`config.mk`:
```
export PLATFORM = sky130hd
export DESIGN_NAME = ascon_decrypt
export DESIGN_NICKNAME = d
export VERILOG_FILES = /design/src/rtl/ascon_decrypt.sv
export SDC_FILE = /design/constraint.sdc
export NUM_CORES = 2
export LEC_CHECK = 0
export CORE_MARGIN = 1
export CORE_UTILIZATION = 45
export CTS_CLUSTER_SIZE = 40
export DETAILED_ROUTE_END_ITERATION = 7
export PLACE_DENSITY = 0.69
export SYNTH_ARGS = -nofsm -noshare
export SYNTH_HDL_FRONTEND = slang
export SYNTH_HIERARCHICAL = 1
export SYNTH_SLANG_ARGS = --single-unit
```
`constraint.sdc`:
```
create_clock -name clock_i -period 3.23 [get_ports clock_i]
set_input_delay 0.323 -clock clock_i [delete_from_list [all_inputs] [get_ports clock_i]]
set_output_delay 0.323 -clock clock_i [all_outputs]
set_load 0.01 [all_outputs]
```
`src/rtl/ascon_decrypt.sv`:
```
// ASCON-style decryptor: one pre-padded AD block, 64-bit ciphertext stream, 128-bit tag check.
// Optional abort input is enabled by defining DECRYPT_ABORT_EN.

module ascon_p (
    input  logic [319:0] state_in,
    input  logic [3:0]   round_i,
    output logic [319:0] state_out
);
    logic [3:0]  rc_hi;
    logic [63:0] x0, x1, x2, x3, x4;
    logic [63:0] a0, a2, a4;
    logic [63:0] b0, b1, b2, b3, b4;
    logic [63:0] c0, c1, c2, c3, c4;

    always_comb begin
        rc_hi = 4'hf - round_i;
        x0 = state_in[319:256];
        x1 = state_in[255:192];
        x2 = state_in[191:128] ^ {56'h0, rc_hi, round_i};
        x3 = state_in[127:64];
        x4 = state_in[63:0];

        // bitsliced 5-bit s-box across all 64 columns
        a0 = x0 ^ x4;
        a2 = x2 ^ x1;
        a4 = x4 ^ x3;
        b0 = a0 ^ (~x1 & a2);
        b1 = x1 ^ (~a2 & x3);
        b2 = a2 ^ (~x3 & a4);
        b3 = x3 ^ (~a4 & a0);
        b4 = a4 ^ (~a0 & x1);
        c0 = b0 ^ b4;
        c1 = b1 ^ b0;
        c2 = ~b2;
        c3 = b3 ^ b2;
        c4 = b4;

        state_out[319:256] = c0 ^ {c0[18:0], c0[63:19]} ^ {c0[27:0], c0[63:28]};
        state_out[255:192] = c1 ^ {c1[60:0], c1[63:61]} ^ {c1[38:0], c1[63:39]};
        state_out[191:128] = c2 ^ {c2[0],    c2[63:1]}  ^ {c2[5:0],  c2[63:6]};
        state_out[127:64]  = c3 ^ {c3[9:0],  c3[63:10]} ^ {c3[16:0], c3[63:17]};
        state_out[63:0]    = c4 ^ {c4[6:0],  c4[63:7]}  ^ {c4[40:0], c4[63:41]};
    end
endmodule

// state  | meaning
// IDLE   | waiting for start_i
// INIT   | p12 over key/nonce, key folded into S3/S4 on the last round
// AD     | p6 over the single AD block, domain bit into S4 on the last round
// WAIT_C | cipher_ready_o high, waiting for a ciphertext block
// DATA   | p6 between ciphertext blocks
// FINAL  | p12 after the last block, tag compare captured on the last round
// CHECK  | one-cycle done_o
module ascon_decrypt (
    input  logic         clock_i,
    input  logic         resetb_i,
    input  logic         start_i,
    input  logic [127:0] key_i,
    input  logic [127:0] nonce_i,
    input  logic [63:0]  ad_i,
    input  logic [127:0] tag_i,
    input  logic [63:0]  cipher_i,
    input  logic         cipher_valid_i,
    input  logic         cipher_last_i,
    output logic         cipher_ready_o,
    output logic [63:0]  plain_o,
    output logic         plain_valid_o,
    output logic         busy_o,
    output logic         done_o,
    output logic         tag_ok_o
`ifdef DECRYPT_ABORT_EN
   ,input  logic         abort_i
`endif
);
    localparam logic [63:0] IV  = 64'h80400C0600000000;
    localparam logic [63:0] PAD = 64'h8000000000000000;

    typedef enum logic [2:0] {IDLE, INIT, AD, WAIT_C, DATA, FINAL, CHECK} state_t;

    state_t        state_q, state_d;
    logic [319:0]  s_q;
    logic [319:0]  p_out;
    logic [127:0]  key_q;
    logic [127:0]  tag_q;
    logic [63:0]   ad_q;
    logic [3:0]    rnd_q;
    logic [63:0]   plain_q;
    logic          plain_vld_q;
    logic          tag_ok_q;
    logic          last_rnd;
    logic          abort;

`ifdef DECRYPT_ABORT_EN
    assign abort = abort_i && (state_q != IDLE);
`else
    assign abort = 1'b0;
`endif

    assign last_rnd = (rnd_q == 4'd11);

    ascon_p u_p (
        .state_in  (s_q),
        .round_i   (rnd_q),
        .state_out (p_out)
    );

    always_ff @(posedge clock_i or negedge resetb_i) begin
        if (!resetb_i) begin
            state_q <= IDLE;
        end else begin
            state_q <= state_d;
        end
    end

    always_comb begin
        state_d = state_q;
        if (abort) begin
            state_d = IDLE;
        end else begin
            case (state_q)
                IDLE:    if (start_i)        state_d = INIT;
                INIT:    if (last_rnd)       state_d = AD;
                AD:      if (last_rnd)       state_d = WAIT_C;
                WAIT_C:  if (cipher_valid_i) state_d = cipher_last_i ? FINAL : DATA;
                DATA:    if (last_rnd)       state_d = WAIT_C;
                FINAL:   if (last_rnd)       state_d = CHECK;
                CHECK:                       state_d = IDLE;
                default:                     state_d = IDLE;
            endcase
        end
    end

    always_comb begin
        cipher_ready_o = (state_q == WAIT_C);
        busy_o         = (state_q != IDLE);
        done_o         = (state_q == CHECK) && !abort;
        plain_o        = plain_q;
        plain_valid_o  = plain_vld_q;
        tag_ok_o       = tag_ok_q;
    end

    always_ff @(posedge clock_i or negedge resetb_i) begin
        if (!resetb_i) begin
            s_q         <= '0;
            key_q       <= '0;
            tag_q       <= '0;
            ad_q        <= '0;
            rnd_q       <= '0;
            plain_q     <= '0;
            plain_vld_q <= 1'b0;
            tag_ok_q    <= 1'b0;
        end else begin
            plain_vld_q <= 1'b0;
            if (abort) begin
                tag_ok_q <= 1'b0;
            end else begin
                case (state_q)
                    IDLE: begin
                        if (start_i) begin
                            s_q      <= {IV, key_i, nonce_i};
                            key_q    <= key_i;
                            tag_q    <= tag_i;
                            ad_q     <= ad_i;
                            rnd_q    <= 4'd0;
                            tag_ok_q <= 1'b0;
                        end
                    end
                    INIT: begin
                        if (last_rnd) begin
                            // AD entry absorb shares the edge with the key fold
                            s_q   <= p_out ^ {ad_q, 128'h0, key_q};
                            rnd_q <= 4'd6;
                        end else begin
                            s_q   <= p_out;
                            rnd_q <= rnd_q + 4'd1;
                        end
                    end
                    AD: begin
                        s_q   <= last_rnd ? (p_out ^ 320'h1) : p_out;
                        rnd_q <= rnd_q + 4'd1;
                    end
                    WAIT_C: begin
                        if (cipher_valid_i) begin
                            plain_q     <= s_q[319:256] ^ cipher_i;
                            plain_vld_q <= 1'b1;
                            if (cipher_last_i) begin
                                s_q   <= {cipher_i ^ PAD, s_q[255:128] ^ key_q, s_q[127:0]};
                                rnd_q <= 4'd0;
                            end else begin
                                s_q[319:256] <= cipher_i;
                                rnd_q        <= 4'd6;
                            end
                        end
                    end
                    DATA: begin
                        s_q   <= p_out;
                        rnd_q <= rnd_q + 4'd1;
                    end
                    FINAL: begin
                        s_q   <= p_out;
                        rnd_q <= rnd_q + 4'd1;
                        if (last_rnd) begin
                            tag_ok_q <= ((p_out[127:0] ^ key_q) == tag_q);
                        end
                    end
                    default: ;
                endcase
            end
        end
    end
endmodule
```
==> impl_metrics.json <==
{
  "period_share": 1.10,
  "async_flop_share": 1.00,
  "fmax_mhz": 281,
  "synth_top_area_cell": "dfrtp_1",
  "drive_gt1_frac": 0.293,
  "maxCapViolCount": 0,
  "numCtsBuffers": 87,
  "dieHeight_um": 344,
  "drtIter0Drc": 5978,
  "timing.slew.headroom": 0.267,
  "cts.clk_slew.worst_paths_ns": 0.07,
  "cp-start-kind": "register",
  "critical_path_class": "reg -> reg",
  "avgSynthCellArea_um2": 10.6,
  "io_pins": 586,
  "yosysWarnings": 6,
  "synthTopCellsByArea": "dfrtp_1, xnor3_1, xnor2_1",
  "cp.arrival_ns": 4.17,
  "outcome": "finished, violations left",
  "synth_top_area_frac": 0.340,
  "start_util": 0.457,
  "crit_fanout": 2,
  "dpl.hpwl_um": 223000,
  "hold_path.class": "in -> reg",
  "n_fill_cell": 9479,
  "multi_input_area_um2": 33300,
  "wl_per_cell_um": 33.2,
  "grt_pass1_vias": 45836,
  "gr-usage-all-layers": 0.455,
  "rsz0062_at_grt": "true",
  "tightestPinTransition_ns": 1.09,
  "yosys_most_used_dff": "dfrtp_1",
  "ys_types": 65,
  "synth.ff_latch_count": 713,
  "synth_cells": 4937,
  "synth_nets": 5583,
  "crit_path_end_kind": "register",
  "worstSkewPairLatency_ns": 0.71,
  "via_count": 48829,
  "port_buffers": 585,
  "gp_congestion": 1.14,
  "whs_path_depth": 3,
  "routed_via_density": 5.95,
  "fin_skew_ns": 0.0336,
  "critPathRequiredTime_ns": 3.84,
  "cts_sinks": 713,
  "core_area_um2": 115000,
  "wirelength_um": 273000,
  "syn_area_um2": 52500,
  "fin_crit_ns": 3.56,
  "synth_common_cells": "dfrtp_1, xnor2_1, xor2_1, o21ai_0, nand2_1",
  "violations": "setup timing",
  "cts-root-buf": "clkbuf_16",
  "first_pass_iters": 7,
  "die-area_um2": 118000,
  "layout.nets": 7267,
  "rows": 124,
  "drcViolationCount": 0,
  "antenna_found_initial": 17,
  "fin_hold_ws_ns": 0.223,
  "seq_area_um2": 17800,
  "grt_pass1_wl_um": 366000,
  "cts_max_level": 3,
  "slew_violations": 0,
  "synth.most_common_cell": "dfrtp_1",
  "area_delta_synth_final_pct": 39.9,
  "ff2ff_path_depth": 13,
  "synth_seq_area_share": 0.340,
  "cts_tree": "done",
  "grt_remaining_overflow": 0,
  "antenna_left": 0,
  "cts_max_path_buffers": 3,
  "fin_ws_ns": -0.329,
  "grt_max_degree": 83,
  "synth-edff-count": 0,
  "timing.final.hold_violations": 0,
  "die_w_um": 344,
  "setup_violations": 2
}
through the flow:
| stage | worst slack, ns | cells | TNS [ns] | utilization | instance area (um^2) |
|---|---|---|---|---|---|
| after floorplan | 0.0000824 | 4937 | 0 | - | 52600 |
| after global placement | -1.39 | 8020 | -1.39 | 0.606 | 69600 |
| after detailed placement | -1.32 | 8020 | -1.32 | 0.606 | 69600 |
| after CTS | -0.330 | 8188 | -0.330 | 0.635 | 73000 |
| after global routing | -0.328 | 8203 | -0.345 | 0.639 | 73400 |
| final | -0.329 | 8206 | -0.358 | 0.639 | 73400 |
final timing paths:
kind / end / startpoint / slack, ns
max: tag_ok_o / s_q[263] / -0.33
min: tag_q[95] / tag_i[95] / 0.22
max reg2reg: tag_ok_o / s_q[263] / -0.33
min reg2reg: plain_o[11] / plain_o[11] / 0.48
max in group asynchronous: s_q[276] / resetb_i / 1.86
min in group asynchronous: s_q[31] / resetb_i / 0.27
flip-flops by register name, indices dropped and copies added, names as in the netlist:
signal,cells
tag_q,128
rnd_q,4
s_q,320
plain_o,64
state_q,3
tag_ok_o,1
plain_valid_o,1
key_q,128
ad_q,64
placed cells by master (no fill, tap or decap), drive strengths merged, types with 3 or more instances in the layout:
master | synthesis | final
nand4 | 23 | 23
clkdlybuf4s50 | 0 | 584
a222oi | 128 | 128
maj3 | 58 | 58
buf | 106 | 1261
dfrtp | 713 | 713
a32oi | 106 | 106
ha | 129 | 129
inv | 304 | 312
a221oi | 82 | 82
diode | 0 | 5
xor2 | 412 | 412
a21oi | 114 | 114
o21a | 3 | 3
nor4 | 10 | 10
mux2i | 27 | 27
mux2 | 315 | 315
a31oi | 54 | 54
a22oi | 5 | 5
o21ai | 480 | 480
xnor2 | 595 | 595
o22ai | 9 | 9
nand2 | 357 | 357
xnor3 | 251 | 251
o2bb2ai | 4 | 4
bufinv | 0 | 7
nor3b | 62 | 62
clkinv | 0 | 24
nor2 | 306 | 306
a211oi | 6 | 6
nor3 | 5 | 5
a21o | 59 | 59
clkbuf | 145 | 113
clkinvlp | 0 | 5
xor3 | 37 | 37
critical path: stages (launching register included):
cell	delay, ns
dfrtp_1	0.60
xor2_1	0.24
nor2_1	0.08
xnor2_1	0.15
buf_4	0.22
xnor3_2	0.54
xnor3_1	0.31
buf_4	0.16
nand4_1	0.25
nor4_4	0.24
buf_4	0.14
and4_1	0.19
nand4_1	0.11
o31ai_1	0.22
routing by layer:
metal | global-route usage | vias to the layer above | part of all wire
met2 | 0.662 | 3131 | 0.42
met4 | 0.244 | 8 | 0.065
met3 | 0.137 | 595 | 0.12
met1 | 0.607 | 24315 | 0.39
li1 | - | 20780 | -
met5 | 0 | - | 0.00021
cells by family after synthesis:
logic type               share of synthesized area
AND/OR/NAND/NOR                             0.0635
adder cells (fa/ha/maj)                     0.0423
buffers and inverters                       0.0448
multiplexers                                0.0727
AO/OA/AOI/OAI                                0.133
flip-flops                                   0.340
XOR/XNOR                                     0.303
area by class of cell:
cell class,count,area share
Multi-Input combinational cell,3669,0.453
Clock inverter,44,0.00651
Clock buffer,113,0.0326
Inverter,304,0.0156
Tap cell,1512,0.0258
Sequential cell,713,0.243
Timing Repair Buffer,1846,0.223
Antenna cell,5,0.000170
what timing repair did:
item / CTS / global route
setup endpoints to repair: 3 / 1
pin swaps: 21 / 39
setup buffers: 10 / 13
cloned: 0 / 0
resized for setup: 53 / 64
endpoints found under the hold margin: 58 / 0
hold buffers: 1 / 0
Power is left out: the tool's default activity adds up to more than one toggle a clock period on the data nets, which glitch-free logic cannot reach.
